<file path="config.mk">
export PLATFORM = sky130hd
export DESIGN_NAME = alu_seq
export DESIGN_NICKNAME = d
export VERILOG_FILES = /design/src/rtl/alu_seq_pkg.sv /design/src/rtl/muldiv_iter.sv /design/src/rtl/alu_seq.sv
export SDC_FILE = /design/constraint.sdc
export NUM_CORES = 1
export LEC_CHECK = 0
export ABC_AREA = 1
export BUFFER_PORTS_ARGS = -buffer_cell sky130_fd_sc_hd__buf_4
export CAP_MARGIN = 20
export CORE_MARGIN = 2
export CORE_UTILIZATION = 30
export DETAILED_ROUTE_END_ITERATION = 12
export HOLD_SLACK_MARGIN = 0.02
export PLACE_DENSITY_LB_ADDON = 0.15
export SLEW_MARGIN = 5
export SYNTH_ARGS = -nofsm -noshare
export SYNTH_HDL_FRONTEND = slang
export SYNTH_SLANG_ARGS = --single-unit
export TNS_END_PERCENT = 10
</file>
<file path="constraint.sdc">
create_clock -name clk -period 3.8 [get_ports clk]
set_input_delay 0.38 -clock clk [delete_from_list [all_inputs] [get_ports clk]]
set_output_delay 0.38 -clock clk [all_outputs]
set_load 0.1 [all_outputs]
</file>
<file path="src/rtl/alu_seq_pkg.sv">
// alu_seq_pkg: operation codes, group bit and FSM state encoding shared by alu_seq and
// muldiv_iter.
package alu_seq_pkg;

  // op[4] selects the M-extension group; op[3:0] decodes base ops, op[2:0] decodes M ops.
  localparam int unsigned OpGrpBit = 4;

  // Base ops, op[4] = 0, decoded on op[3:0]
  localparam logic [3:0] OpAdd  = 4'b0000;
  localparam logic [3:0] OpSub  = 4'b0001;
  localparam logic [3:0] OpAnd  = 4'b0010;
  localparam logic [3:0] OpOr   = 4'b0011;
  localparam logic [3:0] OpXor  = 4'b0100;
  localparam logic [3:0] OpSlt  = 4'b0101;
  localparam logic [3:0] OpSll  = 4'b0110;
  localparam logic [3:0] OpSrl  = 4'b0111;
  localparam logic [3:0] OpSra  = 4'b1000;
  localparam logic [3:0] OpSltu = 4'b1001;

  // M ops, op[4] = 1, decoded on op[2:0] (RISC-V funct3)
  localparam logic [2:0] OpMul    = 3'b000;
  localparam logic [2:0] OpMulh   = 3'b001;
  localparam logic [2:0] OpMulhsu = 3'b010;
  localparam logic [2:0] OpMulhu  = 3'b011;
  localparam logic [2:0] OpDiv    = 3'b100;
  localparam logic [2:0] OpDivu   = 3'b101;
  localparam logic [2:0] OpRem    = 3'b110;
  localparam logic [2:0] OpRemu   = 3'b111;

  // Control FSM
  typedef logic [1:0] state_t;
  localparam state_t StIdle = 2'b00;
  localparam state_t StRun  = 2'b01;
  localparam state_t StDone = 2'b10;

endpackage

</file>
<file path="src/rtl/muldiv_iter.sv">
// muldiv_iter: iterative unsigned engine, one bit per cycle for XLEN cycles.
// Multiply: shift-add into {hi, lo}, lo starts as the multiplier.
// Divide: restoring division, hi is the partial remainder, lo shifts in quotient bits.
// Outputs expose next-state values so the final iteration's result is usable on the
// same edge that performs it.
module muldiv_iter #(
  parameter int unsigned XLEN = 32
) (
  input  logic              clk_i,
  input  logic              rst_i,
  input  logic              load_i,
  input  logic              is_div_i,
  input  logic [XLEN-1:0]   mag_a_i,
  input  logic [XLEN-1:0]   mag_b_i,
  output logic [2*XLEN-1:0] prod_o,
  output logic [XLEN-1:0]   quot_o,
  output logic [XLEN-1:0]   rem_o,
  output logic              last_o
);

  localparam int unsigned CntW = $clog2(XLEN);

  logic [XLEN-1:0] hi_q, hi_d, lo_q, lo_d, opb_q, opb_d;
  logic [CntW-1:0] cnt_q, cnt_d;
  logic            run_q, run_d, div_q, div_d;
  logic [XLEN:0]   mul_sum, div_shift, div_diff;
  logic            last;

  // Next-state for one multiply or divide step
  always_comb begin
    mul_sum   = {1'b0, hi_q} + (lo_q[0] ? {1'b0, opb_q} : '0);
    div_shift = {hi_q, lo_q[XLEN-1]};
    div_diff  = div_shift - {1'b0, opb_q};
    last      = run_q && (cnt_q == CntW'(XLEN - 1));
    hi_d      = hi_q;
    lo_d      = lo_q;
    opb_d     = opb_q;
    cnt_d     = cnt_q;
    run_d     = run_q;
    div_d     = div_q;
    if (load_i) begin
      hi_d  = '0;
      lo_d  = mag_a_i;
      opb_d = mag_b_i;
      cnt_d = '0;
      run_d = 1'b1;
      div_d = is_div_i;
    end else if (run_q) begin
      if (div_q) begin
        // Borrow out means the divisor did not fit: restore.
        hi_d = div_diff[XLEN] ? div_shift[XLEN-1:0] : div_diff[XLEN-1:0];
        lo_d = {lo_q[XLEN-2:0], ~div_diff[XLEN]};
      end else begin
        hi_d = mul_sum[XLEN:1];
        lo_d = {mul_sum[0], lo_q[XLEN-1:1]};
      end
      cnt_d = cnt_q + CntW'(1);
      if (last) run_d = 1'b0;
    end
  end

  // Engine state registers
  always_ff @(posedge clk_i) begin
    if (rst_i) begin
      hi_q  <= '0;
      lo_q  <= '0;
      opb_q <= '0;
      cnt_q <= '0;
      run_q <= 1'b0;
      div_q <= 1'b0;
    end else begin
      hi_q  <= hi_d;
      lo_q  <= lo_d;
      opb_q <= opb_d;
      cnt_q <= cnt_d;
      run_q <= run_d;
      div_q <= div_d;
    end
  end

  assign prod_o = {hi_d, lo_d};
  assign quot_o = lo_d;
  assign rem_o  = hi_d;
  assign last_o = last;

endmodule

</file>
<file path="src/rtl/alu_seq.sv">
// alu_seq: registered multicycle ALU with optional RV32M/RV64M multiply/divide.
// Define ALU_SEQ_MULDIV_EN to build the iterative M-op engine; without it every M op
// completes in one cycle as illegal with a zero result.
module alu_seq
  import alu_seq_pkg::*;
#(
  parameter int unsigned XLEN    = 32,
  parameter int unsigned SHAMT_W = $clog2(XLEN)
) (
  input  logic            clk,
  input  logic            reset,
  input  logic            start,
  input  logic [4:0]      op,
  input  logic [XLEN-1:0] a,
  input  logic [XLEN-1:0] b,
  output logic [XLEN-1:0] result,
  output logic            zero,
  output logic            busy,
  output logic            done,
  output logic            illegal
);

  state_t          state_q, state_d;
  logic [XLEN-1:0] result_q, result_d;
  logic            zero_q, zero_d, illegal_q, illegal_d;
  logic [XLEN-1:0] base_res;
  logic            base_ill;
  logic [SHAMT_W-1:0] shamt;

  // M-group interface to the FSM
  logic            m_short, m_short_ill, m_load, run_last;
  logic [XLEN-1:0] m_short_res, run_res;

  // Single-cycle base ALU
  always_comb begin
    shamt    = b[SHAMT_W-1:0];
    base_res = '0;
    base_ill = 1'b0;
    case (op[3:0])
      OpAdd:   base_res = a + b;
      OpSub:   base_res = a - b;
      OpAnd:   base_res = a & b;
      OpOr:    base_res = a | b;
      OpXor:   base_res = a ^ b;
      OpSlt:   base_res = {{(XLEN-1){1'b0}}, $signed(a) < $signed(b)};
      OpSltu:  base_res = {{(XLEN-1){1'b0}}, a < b};
      OpSll:   base_res = a << shamt;
      OpSrl:   base_res = a >> shamt;
      OpSra:   base_res = $unsigned($signed(a) >>> shamt);
      default: base_ill = 1'b1;
    endcase
  end

`ifdef ALU_SEQ_MULDIV_EN
  localparam logic [XLEN-1:0] MinInt = {1'b1, {(XLEN-1){1'b0}}};

  logic [2:0]        f3_q, f3_d;
  logic              neg_q, neg_d, rneg_q, rneg_d;
  logic              a_sgn, b_sgn, sa, sb, div_zero, div_ovf;
  logic [XLEN-1:0]   mag_a, mag_b, quot, rem, quot_fix, rem_fix;
  logic [2*XLEN-1:0] prod, prod_fix;

  // Operand magnitudes, short-circuit detection and result sign fix-up
  always_comb begin
    a_sgn    = (op[2:0] == OpMulh) || (op[2:0] == OpMulhsu) ||
               (op[2:0] == OpDiv)  || (op[2:0] == OpRem);
    b_sgn    = (op[2:0] == OpMulh) || (op[2:0] == OpDiv) || (op[2:0] == OpRem);
    sa       = a_sgn & a[XLEN-1];
    sb       = b_sgn & b[XLEN-1];
    mag_a    = sa ? -a : a;
    mag_b    = sb ? -b : b;
    div_zero = (b == '0);
    div_ovf  = ((op[2:0] == OpDiv) || (op[2:0] == OpRem)) && (a == MinInt) && (b == '1);
    m_short  = op[2] & (div_zero | div_ovf);
    m_short_ill = 1'b0;
    // op[1] distinguishes REM/REMU from DIV/DIVU
    if (div_zero) m_short_res = op[1] ? a : '1;
    else          m_short_res = op[1] ? '0 : MinInt;
    m_load   = start && (state_q == StIdle) && op[OpGrpBit] && !m_short;

    f3_d   = f3_q;
    neg_d  = neg_q;
    rneg_d = rneg_q;
    if (m_load) begin
      f3_d   = op[2:0];
      neg_d  = sa ^ sb;
      rneg_d = sa;
    end

    prod_fix = neg_q ? -prod : prod;
    quot_fix = neg_q ? -quot : quot;
    rem_fix  = rneg_q ? -rem : rem;
    case (f3_q)
      OpMul:           run_res = prod_fix[XLEN-1:0];
      OpDiv, OpDivu:   run_res = quot_fix;
      OpRem, OpRemu:   run_res = rem_fix;
      default:         run_res = prod_fix[2*XLEN-1:XLEN];
    endcase
  end

  // Latched op and sign flags for the in-flight M op
  always_ff @(posedge clk) begin
    if (reset) begin
      f3_q   <= '0;
      neg_q  <= 1'b0;
      rneg_q <= 1'b0;
    end else begin
      f3_q   <= f3_d;
      neg_q  <= neg_d;
      rneg_q <= rneg_d;
    end
  end

  muldiv_iter #(
    .XLEN (XLEN)
  ) u_muldiv (
    .clk_i    (clk),
    .rst_i    (reset),
    .load_i   (m_load),
    .is_div_i (op[2]),
    .mag_a_i  (mag_a),
    .mag_b_i  (mag_b),
    .prod_o   (prod),
    .quot_o   (quot),
    .rem_o    (rem),
    .last_o   (run_last)
  );
`else
  // Every M op retires immediately as illegal.
  assign m_short     = 1'b1;
  assign m_short_ill = 1'b1;
  assign m_short_res = '0;
  assign m_load      = 1'b0;
  assign run_last    = 1'b0;
  assign run_res     = '0;
`endif

  // Control FSM and result capture; result only moves on the edge entering DONE
  always_comb begin
    state_d   = state_q;
    result_d  = result_q;
    illegal_d = illegal_q;
    case (state_q)
      StIdle: begin
        if (start) begin
          if (!op[OpGrpBit]) begin
            state_d   = StDone;
            result_d  = base_res;
            illegal_d = base_ill;
          end else if (m_short) begin
            state_d   = StDone;
            result_d  = m_short_res;
            illegal_d = m_short_ill;
          end else begin
            state_d   = StRun;
          end
        end
      end
      StRun: begin
        if (run_last) begin
          state_d   = StDone;
          result_d  = run_res;
          illegal_d = 1'b0;
        end
      end
      default: state_d = StIdle;
    endcase
    zero_d = (result_d == '0);
  end

  // Control and output registers
  always_ff @(posedge clk) begin
    if (reset) begin
      state_q   <= StIdle;
      result_q  <= '0;
      zero_q    <= 1'b1;
      illegal_q <= 1'b0;
    end else begin
      state_q   <= state_d;
      result_q  <= result_d;
      zero_q    <= zero_d;
      illegal_q <= illegal_d;
    end
  end

  assign result  = result_q;
  assign zero    = zero_q;
  assign busy    = (state_q != StIdle);
  assign done    = (state_q == StDone);
  assign illegal = (state_q == StDone) && illegal_q;

endmodule

</file>
==> flow_summary.yaml <==
global_route:
  grt_pass1_vias: 14700
  grt_pass1_wl_um: 91300
  overflow: 0
  antenna_found_initial: 1
  grtUsageTotal_pct: 30.0
  grt_max_degree: 72
drt:
  routed-via-count: 15300
  final_antenna_net_count: 0
  drc: 0
  viasPerCell: 5.27
  wl_per_cell_um: 21.5
  totalWireLength_um: 62600
  firstDrtPassIters: 6
  drt_iter0_drc: 1488
logic_synthesis:
  syn_area_um2: 11700
  yosysWarnings: 0
  yosysSeqAreaShare_pct: 5.98
  yosysUniqueCellTypes: 41
  ys_ff_latch: 35
  synth_edf_count: 0
  synth_cells: 2337
  ys_async_sr_fraction_pct: 0
  synthesis.nets: 2511
  synthFlopType: "dfxtp_1"
  syn_avg_cell_area_um2: 5.01
cells_and_area:
  final_layout_size_suffix_gt1_share_pct: 8.99
  n_fill_cell: 4618
  nets: 2565
  seq_area_um2: 701
  num_antenna_cells: 0
  area_delta_synth_final_pct: 12.3
  final_util_pct: 34.1
  multi_input_area_um2: 9230
clocking:
  cts_sinks: 35
  cts_buffers: 5
  cts-root-buf: "clkbuf_16"
  h-tree-depth: 2
  clkLatencyLatePin_ps: 290
  tritoncts: "done"
  cts_setup_buffers: 0
  cts.path.max_buffers: 2
  clkTransAtPathRegs_ps: 60
  hold_buffers: 0
  cts_resized: 0
floorplanning:
  core-area_um2: 38600
  dieArea_um2: 40600
  ios: 108
  die_h_um: 202
  die_w_um: 202
  rows: 72
  start_util_pct: 30.4
worst_setup_path:
  crit_family: "simple AND/OR/NAND/NOR gates"
  r2r_start: "state_q[1]"
  path_buf_inv: 3
  required_ps: 4030
  crit_path_max_incr_delay_ps: 520
  startpoint: "b[1]"
  cp.depth: 19
  crit_type: "input port to flip-flop"
  reg2reg_depth: 12
  worstSetupEndpointType: "flip-flop"
  r2r_slack_ps: 1300
  worstReg2RegEnd: "zero"
  crit_chain: "buf_4 -> inv_4 -> buf_4 -> fa_1 -> nand2_1 -> nand2_1 -> nand3_1 -> nand2_1 -> nand2_1 -> nand3_1 -> o21ai_0 -> nand3b_1 -> a21boi_1 -> nand2_1 -> nor2_1 -> nand2_1 -> nor2_1 -> nand3_1 -> nand2_1"
  cp_slowest_cell: "o21ai_0"
  cp-start-kind: "input port"
  worst_ep_arrival_time_ps: 3530
  cp_common_cell: "nand2_1"
  cp_max_fo: 14
sta:
  tightest_slew_ps: 634
  finalClockSkew_ps: 6.19
  relSlewSlack_pct: 57.3
  period_share_pct: 86.8
  period_needed_ps: 3300
  rsz0062_at_grt: "false"
  drv_slew: 0
  max_freq_mhz: 303
  tns_ps: 0
  hold_viol: 0
  setup_violations: 0
status:
  status: "completed"
worst_hold_path:
  hold_path.class: "input port to flip-flop"
  hold_end: "result[0]"
  hold_depth: 4
  min-delay-start: "op[4]"
pwr:
  power_density_nw_per_um2: 196
  p_leak_nw: 7.49
  ir_drop_mv: 0.157
placed_design:
  dp_hpwl_um: 52900
  gp_congestion: 1.04
  io_buffer_count: 107
run:
  cap_violations: 0
final cells by class:
| type | count | share of cell area, % |
|---|---|---|
| well taps | 518 | 4.93 |
| clock buffers | 6 | 1.06 |
| repair buffers | 151 | 9.00 |
| inverters | 330 | 9.46 |
| flip-flops and latches | 35 | 5.33 |
| clock inverters | 1 | 0.0381 |
| multi-input cells | 1868 | 70.2 |
per-stage QoR:
stage | power (mW) | cells | hold WS (ps) | worst slack (ps) | instance area, um^2
after floorplan | 1.53 | 2337 | 494 | 960 | 11700
after global placement | 2.15 | 2902 | 483 | 225 | 13000
final | 2.58 | 2909 | 488 | 500 | 13100
after CTS | 2.56 | 2909 | 487 | 565 | 13100
after detailed placement | 2.14 | 2902 | 487 | 303 | 13000
after global routing | 2.77 | 2909 | 505 | 283 | 13100
state kept, by name, summed over array words and instances (netlist names):
name       flops
illegal_q      1
zero           1
result        32
state_q        1
cells in the final DEF, fill, tap and decap left out, types with 2 or more instances in the layout:
| cell type | synthesis | routed |
|---|---|---|
| a211oi_1 | 2 | 2 |
| a21boi_1 | 12 | 12 |
| a21oi_1 | 95 | 95 |
| and2_1 | 3 | 3 |
| buf_12 | 0 | 4 |
| buf_4 | 6 | 147 |
| clkbuf_16 | 0 | 5 |
| dfxtp_1 | 35 | 35 |
| fa_1 | 2 | 2 |
| ha_1 | 100 | 100 |
| inv_1 | 318 | 318 |
| inv_2 | 9 | 9 |
| inv_4 | 2 | 2 |
| nand2_1 | 796 | 796 |
| nand2_2 | 15 | 15 |
| nand2_4 | 10 | 10 |
| nand3_1 | 486 | 486 |
| nand3_2 | 8 | 8 |
| nand3b_1 | 9 | 9 |
| nand4_1 | 26 | 26 |
| nor2_1 | 187 | 186 |
| nor2_2 | 8 | 9 |
| nor3_1 | 16 | 15 |
| nor3_2 | 1 | 2 |
| nor3b_1 | 2 | 2 |
| nor4_1 | 4 | 4 |
| o21a_1 | 2 | 2 |
| o21ai_0 | 27 | 27 |
| o21ai_1 | 17 | 17 |
| o21bai_1 | 7 | 7 |
| o221ai_1 | 3 | 3 |
| o22ai_1 | 25 | 25 |
cell usage after synthesis (16+ instances only):
| library cell | number | share of area, % |
|---|---|---|
| nand2_1 | 796 | 26 |
| nand3_1 | 486 | 21 |
| inv_1 | 318 | 10 |
| nor2_1 | 187 | 6.0 |
| ha_1 | 100 | 11 |
| a21oi_1 | 95 | 4.1 |
| buf_2 | 56 | 2.4 |
| dfxtp_1 | 35 | 6.0 |
| clkbuf_1 | 28 | 0.90 |
| o21ai_0 | 27 | 1.2 |
| nand4_1 | 26 | 1.4 |
| o22ai_1 | 25 | 1.3 |
| o21ai_1 | 17 | 0.73 |
| nor3_1 | 16 | 0.68 |
tightest hold or removal path: stages:
cell and delay (ps):
buf_4 80, nor3_2 90, nand2_1 110, a21oi_1 70
routing by layer:
metal / vias up / part of all wire, % / global-route usage, % / wire, um
met3: 94 / 5.8 / 3.39 / 3620
li1: 7583 / - / - / -
met2: 544 / 46 / 50.7 / 29000
met5: - / 0.021 / 0 / 13
met1: 7104 / 43 / 39.0 / 27200
met4: 2 / 4.4 / 11.3 / 2750
cell families after synthesis:
group	after synthesis	synth area share, %
fa+ha+maj	102	11.0
flops	35	5.98
buf+inv	434	15.3
compound gates	193	9.17
simple gates	1573	58.5
how the worst max path moves through the flow:
stage,endpoint,slack (ps)
final,zero,500
after global routing,zero,280
after CTS,zero,560
after detailed placement,zero,300
after global placement,zero,220
after floorplan,zero,960
power by group:
group	internal (mW)	switching, mW
Sequential	0.380	0.00736
Clock	0.256	0.153
Combinational	0.502	1.28
No activity file was read; power rests on OpenSTA's default activity.
